[config.mk]
export PLATFORM = sky130hd
export DESIGN_NAME = srl_start_fifo_af
export DESIGN_NICKNAME = d
export VERILOG_FILES = /design/src/rtl/srl_start_fifo_af.sv
export SDC_FILE = /design/constraint.sdc
export NUM_CORES = 1
export LEC_CHECK = 0
export CORE_UTILIZATION = 45
export DETAILED_ROUTE_END_ITERATION = 12
export GPL_TIMING_DRIVEN = 0
export PLACE_DENSITY_LB_ADDON = 0.25
export SLEW_MARGIN = 5
export SYNTH_ARGS = -nofsm -noshare
export SYNTH_HDL_FRONTEND = slang
export SYNTH_SLANG_ARGS = --single-unit
[constraint.sdc]
create_clock -name ap_clk -period 1.99 [get_ports ap_clk]
set_input_delay 0.2985 -clock ap_clk [delete_from_list [all_inputs] [get_ports ap_clk]]
set_output_delay 0.2985 -clock ap_clk [all_outputs]
set_load 0.01 [all_outputs]
[src/rtl/srl_start_fifo_af.sv]
// srl_start_fifo_af: SRL FIFO with registered full/empty/almost-full flags and occupancy; define SRL_FIFO_OREG_EN for a head output register
module srl_start_fifo_af #(
  parameter int DATA_WIDTH = 1,
  parameter int ADDR_WIDTH = 3,
  parameter int DEPTH      = 5,
  parameter int AF_LEVEL   = DEPTH - 1
) (
  input  logic                  ap_clk,
  input  logic                  ap_rst_n,
  input  logic                  if_write_ce,
  input  logic                  if_write,
  input  logic [DATA_WIDTH-1:0] if_din,
  output logic                  if_full_n,
  output logic                  if_almost_full_n,
  input  logic                  if_read_ce,
  input  logic                  if_read,
  output logic [DATA_WIDTH-1:0] if_dout,
  output logic                  if_empty_n,
  output logic [ADDR_WIDTH:0]   if_num_data_valid
);
  typedef logic [ADDR_WIDTH:0] cnt_t;
`ifdef SRL_FIFO_OREG_EN
  localparam cnt_t CAP = cnt_t'(DEPTH + 1);
`else
  localparam cnt_t CAP = cnt_t'(DEPTH);
`endif
  localparam cnt_t AF = cnt_t'(AF_LEVEL);
  cnt_t                  cnt, cnt_nxt;
  logic                  full_n, empty_n, af_n;
  logic                  push, pop, shift;
  logic [ADDR_WIDTH-1:0] ra;
  logic [DATA_WIDTH-1:0] srl [DEPTH];
  logic [DATA_WIDTH-1:0] srl_head;
  assign push    = if_write & if_write_ce & full_n;
  assign pop     = if_read & if_read_ce & empty_n;
  assign cnt_nxt = (push & ~pop) ? cnt + 1'b1 : (pop & ~push) ? cnt - 1'b1 : cnt;
`ifdef SRL_FIFO_OREG_EN
  logic                  bypass;
  logic [DATA_WIDTH-1:0] hd;
  // A push lands straight in the head register when it is (or is about to become) empty
  assign bypass = push & ((cnt == '0) | ((cnt == cnt_t'(1)) & pop));
  assign shift  = push & ~bypass;
  assign ra     = ADDR_WIDTH'(cnt - cnt_t'(2));
  // Head register: load bypassed input, or refill from the SRL head on pop
  always_ff @(posedge ap_clk or negedge ap_rst_n)
    if (!ap_rst_n) hd <= '0;
    else if (bypass) hd <= if_din;
    else if (pop && cnt > cnt_t'(1)) hd <= srl_head;
  assign if_dout = hd;
`else
  assign shift   = push;
  assign ra      = ADDR_WIDTH'(cnt - cnt_t'(1));
  assign if_dout = srl_head;
`endif
  // Read mux selecting the oldest SRL entry from registered count only
  always_comb begin
    srl_head = srl[0];
    for (int i = 1; i < DEPTH; i++)
      if (ra == ADDR_WIDTH'(i)) srl_head = srl[i];
  end
  // Unreset shift register: new data enters entry 0, older data moves up
  always_ff @(posedge ap_clk)
    if (shift) begin
      srl[0] <= if_din;
      for (int i = 1; i < DEPTH; i++) srl[i] <= srl[i-1];
    end
  // Occupancy and flags, all derived from the next-state count
  always_ff @(posedge ap_clk or negedge ap_rst_n)
    if (!ap_rst_n) begin
      cnt     <= '0;
      full_n  <= 1'b1;
      empty_n <= 1'b0;
      af_n    <= (AF != '0);
    end else begin
      cnt     <= cnt_nxt;
      full_n  <= cnt_nxt != CAP;
      empty_n <= cnt_nxt != '0;
      af_n    <= cnt_nxt < AF;
    end
  assign if_full_n         = full_n;
  assign if_empty_n        = empty_n;
  assign if_almost_full_n  = af_n;
  assign if_num_data_valid = cnt;
endmodule

==> results.md <==
- Status: finished, final reports clean
- FF+latch area: ~330 um^2
- Io pins: 15
- Port buffer count: 14
- Worst-Skew Late Latency: approximately 0.26 ns
- CTS tree: yes
- Die W: 39.8 um
- Sequential-to-total area share from yosys stat: a little over 50%
- Average size of a mapped cell: about 12 um^2
- Sw Ratio: around 37%
- Layout cells sized above 1: a little under a quarter
- Filler cell count: about 120
- Class of the worst hold path: input port to async pin
- Critical Path Fanout Max: 4
- Crit path largest cell delay: between 0.4 and 0.5 ns
- First-pass GRT wire length: between 1500 and 2000 um
- Total GRT Usage: around 17%
- Synth unique cells: 26
- Mapped cell area: 644 um^2
- CTS Buffer Depth: 2
- Reg2reg end: if_empty_n
- EDFF count, synth: 5
- Internal power: roughly 0.8 mW
- Gpl congestion: around 0.7
- Drc violations: 0
- Fmax achieved: between 500 and 600 MHz
- Wire length per cell: around 12 um
- Mapped Cells: between 50 and 60
- Worst vdd ir: approximately 0.74 mV
- Die height: 39.8 um
- Clock power frac: about an eighth
- Max-slew headroom: about four fifths
- Layout Skew: 0.00294 ns
- Final WL: ~1100 um
- Vias per inst: about 4.9
- # setup viols final: 0
- Syn_nets: 65
- Leak: roughly 0.37 nW
- Crit path launch type: flip-flop
- RSZ-0062 raised after global routing: no
- Final TNS setup: 0 ns
- Initial antenna violation count: 0
- Vias in the first global route: roughly 400
- Combinational share of power: a little under three fifths
- Final Critical Period: roughly 1.8 ns
- Largest net degree at the start of global routing: 10
- Ys async rst share: around three fifths
- Clock Tree Root: clkbuf_4
- Worst slew pin tran: around 0.31 ns
- Number of DRC markers in iteration 0: 2
- Final Hold Fails: 0
- Worst path cell trace: buf_4 -> ha_1 -> o21ai_1 -> mux2i_1 -> a21oi_1 -> clkbuf_2
- CTS clock-pin slew for the worst setup and hold paths: approximately 0.070 ns
- Psw: 0.474 mW
- Fin Hold WS: between 0.2 and 0.3 ns
- Clk sinks: 12
- Core ar.: roughly 1300 um^2
- Starting Density: between 40% and 50%
- Htree depth: 1
- HPWL Detailed: 799 um
- Warnings from Yosys: 0
- Final worst-path cycle share: between 90% and 100%
- Max-cap violations: 0
- Setup CP Type: flip-flop to output pin
- Site Rows: 13
- Predominant post-synthesis flop cell: edfxtp_1
- Worst Path Required: roughly 1.7 ns
- Critical path capture point type: output pin
- Sequential share of power: approximately a third
- CP bufs+invs: 2
- Power Dens Cells: approximately 1500 nW/um^2
- Routed Antenna Nets: 0
- Worst r2r src: if_full_n
- N_diodes: 0
- Final Slew Violations: 0
- Num CTS Buffers: 3
- Synthesis-to-finish area growth: 31.8%
- Die ar.: 1590 um^2
- Worst Reg-to-Reg Cells: 6
- Flops & latches, synth: 12
- Gr ovfl total: 0
- CP top delay family: flip-flops
- Drt pass-1 iters: 3
- Critical path arrival: roughly 1.5 ns
- Via count: about 430
- Multi-input gate area: about 290 um^2
- CP max-delay cell: dfrtp_2
- Reg2Reg Setup Slack: 0.41 ns
- Nets: just under 90
## cell families after synthesis
logic type	share of synthesized area [%]
mux	3.11
simple gates	12.0
xor+xnor	6.60
flops	50.9
buf+inv	4.66
fa+ha+maj	11.7
compound gates	11.1
## registers in the layout (all words and copies together) (netlist names)
signal / count
if_empty_n: 1
if_almost_full_n: 1
srl: 5
if_full_n: 1
if_num_data_valid: 4
## per-stage QoR
step / power, mW / cell area, um^2 / setup WS, ns / util, % / std cells
detailed placement: 1.10 / 803 / -0.163 / 61.0 / 81
global route: 1.37 / 850 / 0.0316 / 64.5 / 88
CTS: 1.29 / 855 / 0.00862 / 64.9 / 88
floorplan: 0.836 / 644 / 0.351 / - / 52
global placement: 1.09 / 803 / -0.139 / 61.0 / 81
finish: 1.27 / 850 / 0.155 / 64.5 / 88
## metal layers
layer  vias up  routed length, um  track usage, %
li1        227                  -               -
met1       194                540            23.3
met2         9                490            25.0
met3         2                 30            1.70
met4         0                 12            12.9
met5         -                  0               0
## worst max-delay path by stage
stage	start	slack [ns]	cells after the start	to
floorplan	if_num_data_valid[0]	0.35	6	if_dout
global placement	if_num_data_valid[0]	-0.14	7	if_dout
detailed placement	if_num_data_valid[0]	-0.16	7	if_dout
CTS	if_num_data_valid[0]	0.009	6	if_dout
global route	if_num_data_valid[1]	0.03	6	if_dout
finish	if_num_data_valid[0]	0.16	6	if_dout
## area by class of cell
| class | instances | share of cell area, % |
|---|---|---|
| Multi-Input combinational cell | 34 | 33.7 |
| Sequential cell | 12 | 38.9 |
| Clock buffer | 3 | 2.65 |
| Inverter | 5 | 2.21 |
| Timing Repair Buffer | 17 | 18.6 |
| Tap cell | 15 | 2.21 |
| Clock inverter | 1 | 0.442 |
| Buffer | 1 | 1.33 |
## power by group through the flow
stage | Combinational [mW] | Sequential, mW | Clock (mW)
2_1_floorplan | 0.370 | 0.466 | 0
6_report | 0.698 | 0.423 | 0.148
4_1_cts | 0.715 | 0.423 | 0.155
3_5_place_dp | 0.649 | 0.448 | 0
3_3_place_gp | 0.640 | 0.447 | 0
5_1_grt | 0.777 | 0.435 | 0.161
## synth_stat cells (all sizes together), types with 2 or more instances
cell    number  share of area [%]
ha           6                 12
dfrtp        5                 19
edfxtp       5                 23
inv          5                2.9
xnor2        4                6.6
nand2        3                1.7
dfstp        2                8.2
mux2i        2                3.1
nand3        2                1.6
nor2         2                1.2
o21ai        2                1.6
## worst register-to-register path, delay by kind of cell, from the launching register on
kind / cells / cell delay, ns
AO/OA/AOI/OAI: 1 / 0.09
XOR/XNOR: 1 / 0.23
buffers and inverters: 1 / 0.14
flip-flops: 1 / 0.53
AND/OR/NAND/NOR: 3 / 0.47
## what timing repair did
item,CTS,global route
gates resized for setup,5,2
setup endpoints to repair,1,1
buffers inserted,3,0
hold buffers,0,0
## placed cells by master (no fill, tap or decap), types with 3 or more instances in the layout
cell,count
buf_4,3
clkbuf_4,3
ha_1,6
clkdlybuf4s50_1,13
dfrtp_1,3
inv_1,4
edfxtp_1,5
xnor2_1,3
nand2_1,3
No activity file was read; power rests on OpenSTA's default activity.
